[src/rtl/ram_bist_pkg.sv]
// Shared types and pattern generators for the ram16k built-in self-test.
package ram_bist_pkg;

  // Widest word the pattern generators describe; wider words read as zero-extended.
  localparam int MAX_W = 64;

  typedef enum logic [1:0] {
    ZEROS   = 2'd0,
    ONES    = 2'd1,
    ADDR    = 2'd2,
    CHECKER = 2'd3
  } pattern_e;

  typedef enum logic [2:0] {
    IDLE,
    WRITE,
    READ,
    DRAIN,
    DONE
  } state_e;

  // Bit bit_idx of the checkerboard word used at even addresses (...0101).
  function automatic logic checker_even(int unsigned bit_idx);
    return (bit_idx % 2) == 0;
  endfunction

  // Bit bit_idx of the checkerboard word used at odd addresses (...1010).
  function automatic logic checker_odd(int unsigned bit_idx);
    return (bit_idx % 2) == 1;
  endfunction

  // Bit bit_idx of the expected word at addr. Callers build a word of any
  // width by evaluating one call per bit, so the package stays width-agnostic.
  function automatic logic expected_data(pattern_e pat, logic [MAX_W-1:0] addr,
                                         int unsigned bit_idx);
    logic b;
    b = 1'b0;
    case (pat)
      ZEROS:   b = 1'b0;
      ONES:    b = 1'b1;
      ADDR:    b = |(addr & (MAX_W'(1) << bit_idx));
      CHECKER: b = addr[0] ? checker_odd(bit_idx) : checker_even(bit_idx);
      default: b = 1'b0;
    endcase
    return b;
  endfunction

endpackage

[src/rtl/ram16k_bist_if.sv]
// Single-port RAM bus between the BIST initiator and the ram16k array.
interface ram16k_bist_if #(
  parameter int ADDR_W = 14,
  parameter int DATA_W = 16
);
  logic [ADDR_W-1:0] mem_address;
  logic [DATA_W-1:0] mem_data;
  logic              mem_wren;
  logic [DATA_W-1:0] mem_q;

  modport master (output mem_address, output mem_data, output mem_wren, input mem_q);
  modport slave  (input mem_address, input mem_data, input mem_wren, output mem_q);
endinterface

[src/rtl/ram_bist_checker.sv]
// Read-latency pipe, compare, saturating error counter and first-failure capture.
module ram_bist_checker
  import ram_bist_pkg::*;
#(
  parameter int ADDR_W       = 14,
  parameter int DATA_W       = 16,
  parameter int READ_LATENCY = 1,
  parameter int ERR_W        = 16
) (
  input  logic              clk,
  input  logic              rst,
  input  logic              clr,
  input  pattern_e          pat,
  input  logic              in_vld,
  input  logic [ADDR_W-1:0] in_addr,
  input  logic [DATA_W-1:0] mem_q,
  output logic [ERR_W-1:0]  err_cnt,
  output logic [ADDR_W-1:0] first_err_addr,
  output logic              err_hit
);

  logic              vld_p  [READ_LATENCY];
  logic [ADDR_W-1:0] addr_p [READ_LATENCY];
  logic [DATA_W-1:0] exp_p;

  // Delay line: slot READ_LATENCY-1 lines up with the RAM's data for that address
  always_ff @(posedge clk) begin
    if (rst) begin
      for (int i = 0; i < READ_LATENCY; i++) vld_p[i] <= 1'b0;
    end else begin
      vld_p[0] <= in_vld;
      for (int i = 1; i < READ_LATENCY; i++) vld_p[i] <= vld_p[i-1];
    end
    addr_p[0] <= in_addr;
    for (int i = 1; i < READ_LATENCY; i++) addr_p[i] <= addr_p[i-1];
  end

  // ---- compare stage: pipe output against expected word ----
  for (genvar g = 0; g < DATA_W; g++) begin : g_exp
    assign exp_p[g] = expected_data(pat, MAX_W'(addr_p[READ_LATENCY-1]), g);
  end

  assign err_hit = vld_p[READ_LATENCY-1] && (mem_q != exp_p);

  // Mismatch counter sticks at all-ones instead of wrapping back to zero
  always_ff @(posedge clk) begin
    if (rst || clr) begin
      err_cnt <= '0;
    end else if (err_hit && (err_cnt != '1)) begin
      err_cnt <= err_cnt + 1'b1;
    end
  end

  // Counter still zero means this is the first mismatch of the run
  always_ff @(posedge clk) begin
    if (rst || clr) begin
      first_err_addr <= '0;
    end else if (err_hit && (err_cnt == '0)) begin
      first_err_addr <= addr_p[READ_LATENCY-1];
    end
  end

endmodule

[src/rtl/ram16k_bist.sv]
// BIST engine: writes a pattern over the whole array, reads it back, reports errors.
module ram16k_bist
  import ram_bist_pkg::*;
#(
  parameter int ADDR_W       = 14,
  parameter int DATA_W       = 16,
  parameter int READ_LATENCY = 1,
  parameter int ERR_W        = 16
) (
  input  logic              clock,
  input  logic              sclr,
  input  logic              start,
  input  logic [1:0]        pattern,
  output logic              busy,
  output logic              done,
  output logic              pass,
  output logic [ERR_W-1:0]  err_cnt,
  output logic [ADDR_W-1:0] first_err_addr,
  ram16k_bist_if.master     ram
);

  localparam logic [ADDR_W-1:0] LAST_ADDR  = '1;
  localparam logic [2:0]        DRAIN_LAST = 3'(READ_LATENCY - 1);

  state_e            state, state_n;
  logic [ADDR_W-1:0] addr, addr_n;
  pattern_e          pat, pat_n;
  logic [2:0]        drain_cnt, drain_n;
  logic              clr;
  logic              err_hit;
  logic [DATA_W-1:0] data_n;

  // Next state, address counter and pattern latch
  always_comb begin
    state_n = state;
    addr_n  = addr;
    pat_n   = pat;
    drain_n = drain_cnt;
    clr     = 1'b0;
    case (state)
      IDLE: begin
        if (start) begin
          state_n = WRITE;
          addr_n  = '0;
          pat_n   = pattern_e'(pattern);
          clr     = 1'b1;
        end
      end
      WRITE: begin
        if (addr == LAST_ADDR) begin
          addr_n  = '0;
          state_n = READ;
        end else begin
          addr_n = addr + 1'b1;
        end
      end
      READ: begin
        if (addr == LAST_ADDR) begin
          addr_n  = '0;
          drain_n = '0;
          state_n = DRAIN;
        end else begin
          addr_n = addr + 1'b1;
        end
      end
      DRAIN: begin
        if (drain_cnt == DRAIN_LAST) begin
          state_n = DONE;
        end else begin
          drain_n = drain_cnt + 1'b1;
        end
      end
      DONE:    state_n = IDLE;
      default: state_n = IDLE;
    endcase
  end

  // ---- drive stage: RAM outputs are registered copies of the next state ----
  for (genvar g = 0; g < DATA_W; g++) begin : g_wdata
    assign data_n[g] = expected_data(pat_n, MAX_W'(addr_n), g);
  end

  // State register plus registered status and RAM drive
  always_ff @(posedge clock) begin
    if (sclr) begin
      state           <= IDLE;
      addr            <= '0;
      pat             <= ZEROS;
      drain_cnt       <= '0;
      busy            <= 1'b0;
      done            <= 1'b0;
      pass            <= 1'b0;
      ram.mem_wren    <= 1'b0;
      ram.mem_address <= '0;
      ram.mem_data    <= '0;
    end else begin
      state           <= state_n;
      addr            <= addr_n;
      pat             <= pat_n;
      drain_cnt       <= drain_n;
      busy            <= (state_n == WRITE) || (state_n == READ) || (state_n == DRAIN);
      done            <= (state_n == DONE);
      ram.mem_wren    <= (state_n == WRITE);
      ram.mem_address <= addr_n;
      ram.mem_data    <= data_n;
      // The last compare resolves on the same edge that enters DONE, so fold it in.
      if (clr) begin
        pass <= 1'b0;
      end else if (state_n == DONE) begin
        pass <= (err_cnt == '0) && !err_hit;
      end
    end
  end

  ram_bist_checker #(
    .ADDR_W       (ADDR_W),
    .DATA_W       (DATA_W),
    .READ_LATENCY (READ_LATENCY),
    .ERR_W        (ERR_W)
  ) u_checker (
    .clk            (clock),
    .rst            (sclr),
    .clr            (clr),
    .pat            (pat),
    .in_vld         (state == READ),
    .in_addr        (addr),
    .mem_q          (ram.mem_q),
    .err_cnt        (err_cnt),
    .first_err_addr (first_err_addr),
    .err_hit        (err_hit)
  );

endmodule
[src/flat_wrapper.sv]
// flat-port wrapper written by rule: the top's interface ports become plain ports
module ram16k_bist_flat import ram_bist_pkg::*;
#(
  parameter int ADDR_W       = 14,
  parameter int DATA_W       = 16,
  parameter int READ_LATENCY = 1,
  parameter int ERR_W        = 16
)
  (clock, sclr, start, pattern, busy, done, pass, err_cnt, first_err_addr, ram_mem_address, ram_mem_data, ram_mem_wren, ram_mem_q);
  ram16k_bist_if #(.ADDR_W(ADDR_W), .DATA_W(DATA_W)) ram_i ();
  input  logic clock;
  input  logic sclr;
  input  logic start;
  input  logic [1:0] pattern;
  output logic busy;
  output logic done;
  output logic pass;
  output logic [ERR_W-1:0] err_cnt;
  output logic [ADDR_W-1:0] first_err_addr;
  output wire logic [$bits(ram_i.mem_address)-1:0] ram_mem_address;
  output wire logic [$bits(ram_i.mem_data)-1:0] ram_mem_data;
  output wire logic [$bits(ram_i.mem_wren)-1:0] ram_mem_wren;
  input wire logic [$bits(ram_i.mem_q)-1:0] ram_mem_q;
  assign ram_mem_address = ram_i.mem_address;
  assign ram_mem_data = ram_i.mem_data;
  assign ram_mem_wren = ram_i.mem_wren;
  assign ram_i.mem_q = ram_mem_q;
  ram16k_bist #(.ADDR_W(ADDR_W), .DATA_W(DATA_W), .READ_LATENCY(READ_LATENCY), .ERR_W(ERR_W)) u_core (.clock(clock), .sclr(sclr), .start(start), .pattern(pattern), .busy(busy), .done(done), .pass(pass), .err_cnt(err_cnt), .first_err_addr(first_err_addr), .ram(ram_i));
endmodule
[config.mk]
export PLATFORM = sky130hd
export DESIGN_NAME = ram16k_bist_flat
export DESIGN_NICKNAME = d
export VERILOG_FILES = /design/src/rtl/ram_bist_pkg.sv /design/src/rtl/ram16k_bist_if.sv /design/src/rtl/ram_bist_checker.sv /design/src/rtl/ram16k_bist.sv /design/src/flat_wrapper.sv
export SDC_FILE = /design/constraint.sdc
export NUM_CORES = 1
export LEC_CHECK = 0
export ABC_AREA = 1
export CAP_MARGIN = 20
export CORE_MARGIN = 2
export CORE_UTILIZATION = 35
export CTS_CLUSTER_DIAMETER = 40
export DETAILED_ROUTE_END_ITERATION = 10
export PLACE_DENSITY_LB_ADDON = 0.25
export SYNTH_ARGS = -nofsm -noshare
export SYNTH_HDL_FRONTEND = slang
export SYNTH_SLANG_ARGS = --single-unit
export TNS_END_PERCENT = 50
[constraint.sdc]
create_clock -name clock -period 1.7 [get_ports clock]
set_input_delay 0.17 -clock clock [delete_from_list [all_inputs] [get_ports clock]]
set_output_delay 0.17 -clock clock [all_outputs]
set_load 0.02 [all_outputs]
==> impl_metrics.py <==
metrics = {
    "placed_design": {
        "gp_congestion": 0.879,
        "port_buffers": 84,
        "post_dp_cell_area_mm2": 0.00557,
        "dp.cells": 863,
        "place_hpwl_um": 8250,
    },
    "pwr": {
        "clkPwrFrac_pct": 42.5,
        "p_sw_uw": 1250,
        "combPwrFrac_pct": 13.1,
        "worst_ir_drop_vdd_mv": 0.505,
        "intPower_uw": 3520,
        "swShare_pct": 26.2,
        "cellPowerDensity_mw_per_mm2": 751,
        "seqPwrFrac_pct": 44.4,
        "leakage_uw": 0.00287,
    },
    "global_route": {
        "grt_antenna_before_repair": 0,
        "grt_overflow": 0,
        "grt_max_degree": 18,
        "grt_first_pass_wirelength_um": 19500,
        "grt_pass1_vias": 4059,
        "grt_use_total_pct": 19.0,
    },
    "layout": {
        "syn_to_final_growth_pct": 54.1,
        "nFillCells": 1029,
        "fin_nets": 774,
        "drive_above_1_share_pct": 24.0,
        "instances_no_fill": 896,
        "final_area_mm2": 0.00634,
        "num_antenna_cells": 0,
    },
    "drt": {
        "drt_iter0_drc": 245,
        "via_per_inst": 4.89,
        "wl_per_cell_um": 14.2,
        "drc_errors": 0,
        "ant_nets": 0,
        "drtPass1Iterations": 4,
        "drt_wl_total_um": 12700,
        "vias": 4380,
    },
    "logic_synthesis": {
        "synth_top_area_share_pct": 42.3,
        "netlist_area_mm2": 0.00412,
        "synth_cell_type_count": 34,
        "synth_edf_count": 0,
        "synth_area_leaders": "dfxtp_1 42%, nand2_1 16%, nand3_1 6.9%, nor2_1 6.8%, inv_1 5.9%",
        "synth.avg_cell_area_um2": 6.96,
        "yosys_warnings": 0,
        "async_reset_ff_share_pct": 0,
        "synthFlopType": "dfxtp_1",
        "yosys.area.top_type": "dfxtp_1",
        "syn_nets": 618,
        "syn_inst": 592,
        "ys_ff_latch": 87,
        "seq_area_frac_synth_pct": 42.3,
    },
    "timing": {
        "rsz0062_at_grt": "true",
        "slew_headroom_pct": 71.7,
        "post-route-period-util_pct": 105,
        "report.final.hold_viol_count": 0,
        "layout_min_cycle_time_ns": 1.78,
        "slew_viol_final": 0,
        "worst_slack_ns": -0.0848,
        "skew_ns": 0.00852,
        "maxClockFrequency_mhz": 560,
        "worstMarginPinSlew_ns": 0.421,
        "fin_tns_setup_ns": -1.15,
        "setup_viol": 33,
    },
    "clock_tree": {
        "clkTransAtPathRegs_ns": 0.07,
        "worstSkewPairLatency_ns": 0.34,
        "cts_sinks": 87,
        "clock_path_buffers": 2,
        "h-tree-depth": 3,
        "hold_buffers": 0,
        "cts_buffers": 9,
        "cts_root_buf": "clkbuf_16",
        "tritoncts": "done",
    },
    "critical_path": {
        "timing.rr.end": "u_core.u_checker.first_err_addr[9]",
        "start_kind": "register",
        "crit_fanout": 7,
        "r2r_slack_ns": -0.08,
        "r2r.worst_path.cells": 13,
        "critPathKind": "register to register",
        "timing.rr.start": "u_core.u_checker.addr_p[0][0]",
        "worstPathArrival_ns": 2.02,
        "worst_setup_path_end_kind": "register",
        "cp.required_ns": 1.93,
    },
    "run_status": {
        "violations": "negative setup slack",
        "status": "finished, violations left",
    },
    "min_path": {
        "holdPathStages": 1,
        "min-delay-start": "u_core.addr[3]",
        "hold_path_class": "register to register",
        "worstHoldEndpoint": "u_core.u_checker.addr_p[0][3]",
    },
    "floorplan": {
        "die_w_um": 112,
        "rows": 39,
        "fp.dieH_um": 112,
        "core_area_mm2": 0.0115,
        "initial_core_util_pct": 35.9,
        "io_pins": 85,
        "die-area_mm2": 0.0126,
    },
    "flow_run": {
        "max-cap-violations": 0,
    },
}
-- cell usage in the layout (no fill, tap or decap), drive strengths merged --
master         netlist  routed
buf                 11      72
o21ai               11      11
clkinv               2       5
ha                   5       5
a21o                 1       1
dlymetal6s2s         0       1
xnor2                9       9
clkbuf               7       9
or2                  3       3
nand3               59      63
nand4               19      19
nor3b                1       1
clkdlybuf4s50        0      83
xor2                 9       9
bufinv               0       1
nand3b               1       1
inv                 67      70
o22ai                1       1
dfxtp               87      87
and2                 3       3
nor2                77      77
nor4                 3       3
nor3                 4       4
nand2              180     183
a31oi                4       4
a21oi               28      28
-- what timing repair did --
action | in CTS | in global routing
gates resized for setup | 39 | 50
setup endpoints to repair | 58 | 58
cloned | 5 | 3
pin swaps | 12 | 18
buffers inserted | 6 | 3
-- sequential cells by signal, indices dropped and copies added, names as in the netlist --
register                         flops
u_core.ram.mem_data                 16
u_core.drain_cnt                     3
u_core.u_checker.err_cnt            16
u_core.pass                          1
u_core.u_checker.vld_p               1
u_core.pat                           2
u_core.u_checker.addr_p             14
u_core.u_checker.first_err_addr     14
u_core.busy                          1
u_core.done                          1
u_core.ram.mem_wren                  1
u_core.state                         3
u_core.addr                         14
-- critical path: stages, from the launching register on --
cell	delay [ns]
dfxtp_4	0.37
inv_2	0.07
nand2_4	0.08
buf_4	0.14
nand3b_1	0.07
nand2_1	0.06
nor2_1	0.11
nand2_1	0.09
nor2_4	0.19
nand2_4	0.13
nand3_2	0.18
nand2_1	0.08
nand2_1	0.07
nor2_1	0.04
-- power groups by stage --
stage          registers, uW  logic (uW)  clock network (uW)
6_report                2120         626                2030
5_1_grt                 2120         678                2140
4_1_cts                 2120         566                2060
3_5_place_dp            2150         529                   0
3_3_place_gp            2160         521                   0
2_1_floorplan           2210         231                   0
-- cells in the mapped netlist (all sizes together), types with 5 or more instances --
| cell | n |
|---|---|
| nand4 | 19 |
| dfxtp | 87 |
| nand2 | 180 |
| nor2 | 77 |
| ha | 5 |
| clkbuf | 7 |
| buf | 11 |
| xor2 | 9 |
| a21oi | 28 |
| nand3 | 59 |
| o21ai | 11 |
| inv | 67 |
| xnor2 | 9 |
-- kinds of logic after synthesis --
kind of cell / after synthesis / share of synthesized area (%)
buffers and inverters: 87 / 9.21
adder cells (fa/ha/maj): 5 / 1.52
AND/OR/NAND/NOR: 350 / 37.5
AO/OA/AOI/OAI: 45 / 5.68
flip-flops: 87 / 42.3
XOR/XNOR: 18 / 3.83
-- cell type report --
type                       instances  area [um^2]  area share (%)
clock inverter                     7         78.8            1.24
timing repair buffer             156         1410            22.2
inverter                          69          267            4.20
sequential                        87         1780            28.0
multi-input combinational        425         2410            38.0
tap                              143          179            2.82
clock buffer                       9          225            3.55
-- through the flow --
step | power (uW) | util (%) | hold slack (ns) | worst slack (ns)
after global placement | 2680 | 48.6 | 0.464 | -0.184
after CTS | 4740 | 53.3 | 0.481 | -0.0400
after floorplan | 2440 | - | 0.251 | -0.154
final | 4770 | 55.3 | 0.475 | -0.0848
after global routing | 4940 | 55.3 | 0.497 | -0.184
after detailed placement | 2680 | 48.6 | 0.462 | -0.234
-- per-layer routing --
metal | GRT usage, % | wire, um | part of all wire [%]
met4 | 4.23 | 145 | 1.1
met2 | 31.9 | 6140 | 48
met3 | 4.59 | 808 | 6.3
met5 | 0 | 0 | 0
met1 | 25.0 | 5640 | 44
-- how the worst max path moves through the flow --
stage                     cells past startpoint                           from                            endpoint
after floorplan                              12                 u_core.addr[1]                 u_core.drain_cnt[2]
after global placement                       13  u_core.u_checker.addr_p[0][0]  u_core.u_checker.first_err_addr[4]
after detailed placement                     13  u_core.u_checker.addr_p[0][0]  u_core.u_checker.first_err_addr[9]
after CTS                                    13                  u_core.pat[0]                         u_core.pass
after global routing                         12                  u_core.pat[1]                         u_core.pass
final                                        13  u_core.u_checker.addr_p[0][0]  u_core.u_checker.first_err_addr[9]
Note: power is estimated with default switching activity, not from simulation.
==> variant 1 (config.mk and constraints unchanged) <==
`ERR_W` is set to 16 in 3 places; all go to 24.
--- a/src/rtl/ram_bist_checker.sv
+++ b/src/rtl/ram_bist_checker.sv
@@ -6,5 +6,5 @@
   parameter int DATA_W       = 16,
   parameter int READ_LATENCY = 1,
-  parameter int ERR_W        = 16
+  parameter int ERR_W        = 24
 ) (
   input  logic              clk,
--- a/src/rtl/ram16k_bist.sv
+++ b/src/rtl/ram16k_bist.sv
@@ -6,5 +6,5 @@
   parameter int DATA_W       = 16,
   parameter int READ_LATENCY = 1,
-  parameter int ERR_W        = 16
+  parameter int ERR_W        = 24
 ) (
   input  logic              clock,
--- a/src/flat_wrapper.sv
+++ b/src/flat_wrapper.sv
@@ -5,5 +5,5 @@
   parameter int DATA_W       = 16,
   parameter int READ_LATENCY = 1,
-  parameter int ERR_W        = 16
+  parameter int ERR_W        = 24
 )
   (clock, sclr, start, pattern, busy, done, pass, err_cnt, first_err_addr, ram_mem_address, ram_mem_data, ram_mem_wren, ram_mem_q);
Interface: changed (resized err_cnt); port bits go from 85 to 93. The function was not compared with the original's and may differ.
==> variant 1 against the original RTL <==
The run still ends with negative setup slack left. Clock skew is 2.5 ps lower. Synthesized cell count rose by 21%. Combinational power up 3%. Critical path depth shrank 1. Worst setup slack got worse by 36 ps. Routed wire length is 16% higher. Sequential cell count rose by 8. Total power grew 2.1%. Critical path type unchanged. Final area up 16%. Sequential share of layout area decreased by 1.6 points. Core utilization decreased by 0.11 points. Count of clock-buffer cells in the layout is the same. Area after synthesis grew 16%.
==> variant 1: results (changes against the original RTL) <==
The total half-perimeter wirelength after legalization and detailed placement came to 10300 µm (+24%). The vias per cell is 4.73 (-3.3%). In the synthesized netlist, the cells that appear most often are sky130_fd_sc_hd__nand2_1, sky130_fd_sc_hd__dfxtp_1, sky130_fd_sc_hd__nor2_1. In this run the critical register-to-register path is captured at u_core.u_checker.err_cnt[2]. The number of clock sinks seen by CTS is 95 (+9.2%). The largest voltage drop on the vdd net is 0.000604 V (+20%). The maximum clock skew at final layout was 5.99 ps (-2.53 ps). The aggregate negative setup slack came out at -3070 ps (-1920 ps).

The via count of the first global-routing pass came out at 4743 (+17%). The non-clock inverter instance count of the final layout came out at 86 (+25%). The register share of the cell area is 0.264 (-0.0162). The depth of the worst hold-timing path came to 0 (-1). The share of synthesized cell area in full adder, half adder and majority cells was 0.0131 (-0.00208). The net count of the finished layout is 925 (+20%).

The non-clock buffering overhead in the final layout is 0.242 (+0.0197). The synthesized netlist cell count came out at 719 (+21%). The count of multi-input gates came out at 519 (+22%).

The arrival time reported for the critical path endpoint came out at 2110 ps (+90 ps). The final number of setup-violating endpoints came to 40 (+21%). The largest net degree at the start of global routing came out at 24 (+6).

The flow ran to the end, but the final reports show violations. The final reports fail on negative setup slack. The cell count after placement came out at 1052 (+22%). The first-pass iteration count of the detailed router is 5 (+1).

The largest registers in the layout are u_core.u_checker.err_cnt: 24 flops, u_core.ram.mem_data: 16 flops. The instance area after placement is 6560 µm² (+18%). The worst slew margin relative to its limit is 0.628 (-0.0890). The total power per unit cell area is 663 nW/µm² (-12%). The tightest hold margin is 428 ps (-47.9 ps).

The area of the multi-input gates came out at 2800 µm² (+16%). The post-synthesis share of cell area spent on xor and xnor gates came out at 0.0294 (-0.00892). The total wire length after detailed routing came out at 14800 µm (+16%).

The reported leakage power is 3.31 nW (+15%). The number of setup buffers added after CTS is 3 (-3). The smallest setup slack after layout is -120 ps (-35.6 ps).

The post-synth net total came to 745 (+21%). Ranked by total cell area, the synthesized netlist is headed by sky130_fd_sc_hd__dfxtp_1, sky130_fd_sc_hd__nand2_1, sky130_fd_sc_hd__nor2_1. The number of buffers other than clock buffers in the final layout is 188 (+21%). The total routing resource utilization after global routing is 0.202 (+0.0114). In this run the most critical hold path is launched from u_core.addr[8]. The number of resized instances in the post-cts repair step came out at 46 (+18%).

The fraction of layout instances using a drive strength above 1 came out at 0.219 (-0.0213). For hold timing, the worst endpoint is u_core.u_checker.addr_p[0][8].
-- variant 1: cell types whose count changed in the layout (fill, tap and decap cells not counted), moves of 4 or more --
cell and delta:
sky130_fd_sc_hd__dfxtp_1 +8, sky130_fd_sc_hd__nand2_1 +55, sky130_fd_sc_hd__nand4_1 +12, sky130_fd_sc_hd__buf_4 +14, sky130_fd_sc_hd__nor3_1 +9, sky130_fd_sc_hd__nand2_2 -4
sky130_fd_sc_hd__xnor2_1 -4, sky130_fd_sc_hd__buf_12 +5, sky130_fd_sc_hd__a21oi_1 +11, sky130_fd_sc_hd__nand3b_1 +4, sky130_fd_sc_hd__inv_1 +17, sky130_fd_sc_hd__buf_6 +5
sky130_fd_sc_hd__clkdlybuf4s50_1 +4, sky130_fd_sc_hd__nor2_1 +12
-- variant 1: critical path, cell delays in order, from the launching register on --
cell and delay, ps:
sky130_fd_sc_hd__dfxtp_4 400, sky130_fd_sc_hd__buf_4 180, sky130_fd_sc_hd__nand2_4 90, sky130_fd_sc_hd__nand3_1 70
sky130_fd_sc_hd__nand2_1 50, sky130_fd_sc_hd__nor2_1 110, sky130_fd_sc_hd__nand2_1 90, sky130_fd_sc_hd__nor2_2 160
sky130_fd_sc_hd__nand2_4 120, sky130_fd_sc_hd__buf_6 150, sky130_fd_sc_hd__nand3_4 110, sky130_fd_sc_hd__nand2_1 100
sky130_fd_sc_hd__a21oi_2 110
-- variant 1: power breakdown --
group          internal (mW)  total [mW]  switching [mW]
sequential              2.27        2.31          0.0346
combinational          0.291       0.643           0.351
clock                   1.01        1.92           0.907
total                   3.57        4.87            1.29
-- variant 1: metal layers --
metal | track usage | part of all wire
met1 | 0.287 | 0.48
met2 | 0.297 | 0.44
met3 | 0.0448 | 0.058
met4 | 0.0756 | 0.017
met5 | 0 | 0
==> variant 2 (same flow settings) <==
Made on the original files. Encoding of `state_e`: now Gray code (3 bits for 5 states).
--- a/src/rtl/ram_bist_pkg.sv
+++ b/src/rtl/ram_bist_pkg.sv
@@ -13,9 +13,9 @@
 
   typedef enum logic [2:0] {
-    IDLE,
-    WRITE,
-    READ,
-    DRAIN,
-    DONE
+    IDLE  = 3'b000,
+    WRITE = 3'b001,
+    READ  = 3'b011,
+    DRAIN = 3'b010,
+    DONE  = 3'b110
   } state_e;
 
Function: same outputs for any inputs over 10 cycles, from zero or initial values; not proved beyond that.
==> variant 2 against the original RTL <==
The run still ends with negative setup slack left. Routed wire length is 2.0% higher. Total power is 2.9% higher. Worst hold slack worse by 72 ps. Final area is 2.7% higher. Clock skew is 3.3 ps higher. Via count is 2.6% higher. Critical path depth is 6 lower. Core utilization is 1.5 points higher. Non-clock buffer count is 2 higher. Worst setup slack worse by 82 ps. Global-route usage is 0.23 points higher. Area after synthesis hardly changed. Sequential power hardly changed. Sequential cell count stayed put.
==> variant 2: results (changes against the original RTL) <==
The number of filler cells placed in the layout is 1007 (-2.1%). The largest incremental delay on the critical path is 450 ps (+80 ps). The routed length on met2 is 6210 µm (+1.1%). The share of synthesized cell area in full adder, half adder and majority cells was 0.0152 (about the same). After synthesis, the cell types taking the most area are sky130_fd_sc_hd__dfxtp_1, sky130_fd_sc_hd__nand2_1, sky130_fd_sc_hd__nand3_1.

The combinational-cell power consumption is 0.695 mW (+11%). Among all flip-flop cells after synthesis, the most frequent one is sky130_fd_sc_hd__dfxtp_1. The compound-gate portion of the synthesized area is 0.0584 (+0.00155). The via count of the first global-routing pass came out at 4263 (+5.0%). After synthesis, the most frequently instantiated cells are sky130_fd_sc_hd__nand2_1, sky130_fd_sc_hd__dfxtp_1, sky130_fd_sc_hd__inv_1. The first-pass iteration count of the detailed router came out at 5 (+1). The wire length the detailed router placed on met1 came to 5670 µm (+0.60%). The reported leakage power is 2.85 nW (-0.60%).

The arrival time reported for the critical path endpoint came to 2090 ps (+70 ps). The topmost layer with routed signal wires is met4. The slowest cell on the critical path is sky130_fd_sc_hd__nor4_1. The largest voltage drop on the vdd net is 0.000459 V (-9.1%). The total half-perimeter wirelength after legalization and detailed placement came to 8680 µm (+5.2%). The instance area after placement is 5670 µm² (+1.9%). The global-route wire length before repair is 19900 µm (+1.9%).

The DRC marker count from the first detailed-route iteration came to 292 (+19%). The net count of the finished layout is 779 (+0.65%). The detailed route wirelength on metal3 is 859 µm (+6.3%). The average routed wire per standard cell is 14.4 µm (+1.4%). The final number of setup-violating endpoints came out at 30 (-9.1%). The smallest setup slack after layout is -167 ps (-82.1 ps). The checks that failed: negative setup slack.

The post-synthesis share of cell area spent on xor and xnor gates is 0.0426 (+0.00428). The largest fanout on the critical path was 7 (unchanged). The aggregate negative setup slack came to -3680 ps (-2530 ps). The flow ran to the end, but the final reports show violations. The fraction of layout instances using a drive strength above 1 is 0.253 (+0.0129). The post-synth net total is 620 (+0.32%). The maximum clock skew at final layout is 11.9 ps (+3.34 ps). The total routing resource utilization after global routing came to 0.193 (+0.00226). The slew at the pin closest to its max-slew limit is 794 ps (+372 ps). The switching part of the total power came out at 0.249 (-0.0123). The last weighted congestion value of the routability-driven placer came to 0.840 (-4.4%).
## variant 2: through the flow
stage	power [mW]	utilization	std cells	setup WS, ps	hold slack, ps
after CTS	4.87	0.542	895	-27.4	406
final	4.91	0.568	901	-167	403
after global routing	5.09	0.568	901	-292	407
after detailed placement	2.73	0.495	871	-221	395
after global placement	2.72	0.495	871	-125	390
after floorplan	2.44	-	594	0.479	267
## variant 2: final timing paths
| path | from | end | cells after the start |
|---|---|---|---|
| setup reg to reg | u_core.u_checker.err_cnt[9] | u_core.u_checker.first_err_addr[3] | 7 |
| hold reg to reg | u_core.addr[5] | u_core.u_checker.addr_p[0][5] | 0 |
| hold / removal | u_core.addr[5] | u_core.u_checker.addr_p[0][5] | 0 |
| setup / recovery | u_core.u_checker.err_cnt[9] | u_core.u_checker.first_err_addr[3] | 7 |
## variant 2: layer usage
| layer | vias to the layer above | track usage |
|---|---|---|
| li1 | 2241 | - |
| met3 | 26 | 0.0437 |
| met2 | 186 | 0.316 |
| met5 | - | 0 |
| met4 | 0 | 0.0650 |
| met1 | 2040 | 0.251 |
## variant 2: final cells by class
cell class                 count  area share
inverter                      74      0.0443
timing repair inverter         1     0.00115
multi-input combinational    422       0.377
tap                          143      0.0275
clock buffer                  11      0.0405
sequential                    87       0.274
clock inverter                 5     0.00941
timing repair buffer         158       0.226
## variant 2: cells by family (layout without fill, tap and decap cells)
kind of cell             after synthesis  in the layout
AND/OR/NAND/NOR                      344            351
buffers and inverters                 92            249
flip-flops                            87             87
AO/OA/AOI/OAI                         46             46
XOR/XNOR                              20             20
adder cells (fa/ha/maj)                5              5
## variant 2: repair_timing
item / in CTS / in global routing
resized for setup: 37 / 62
setup endpoints to repair: 44 / 54
pin swaps: 15 / 24
buffers inserted: 3 / 2
cloned: 5 / 4
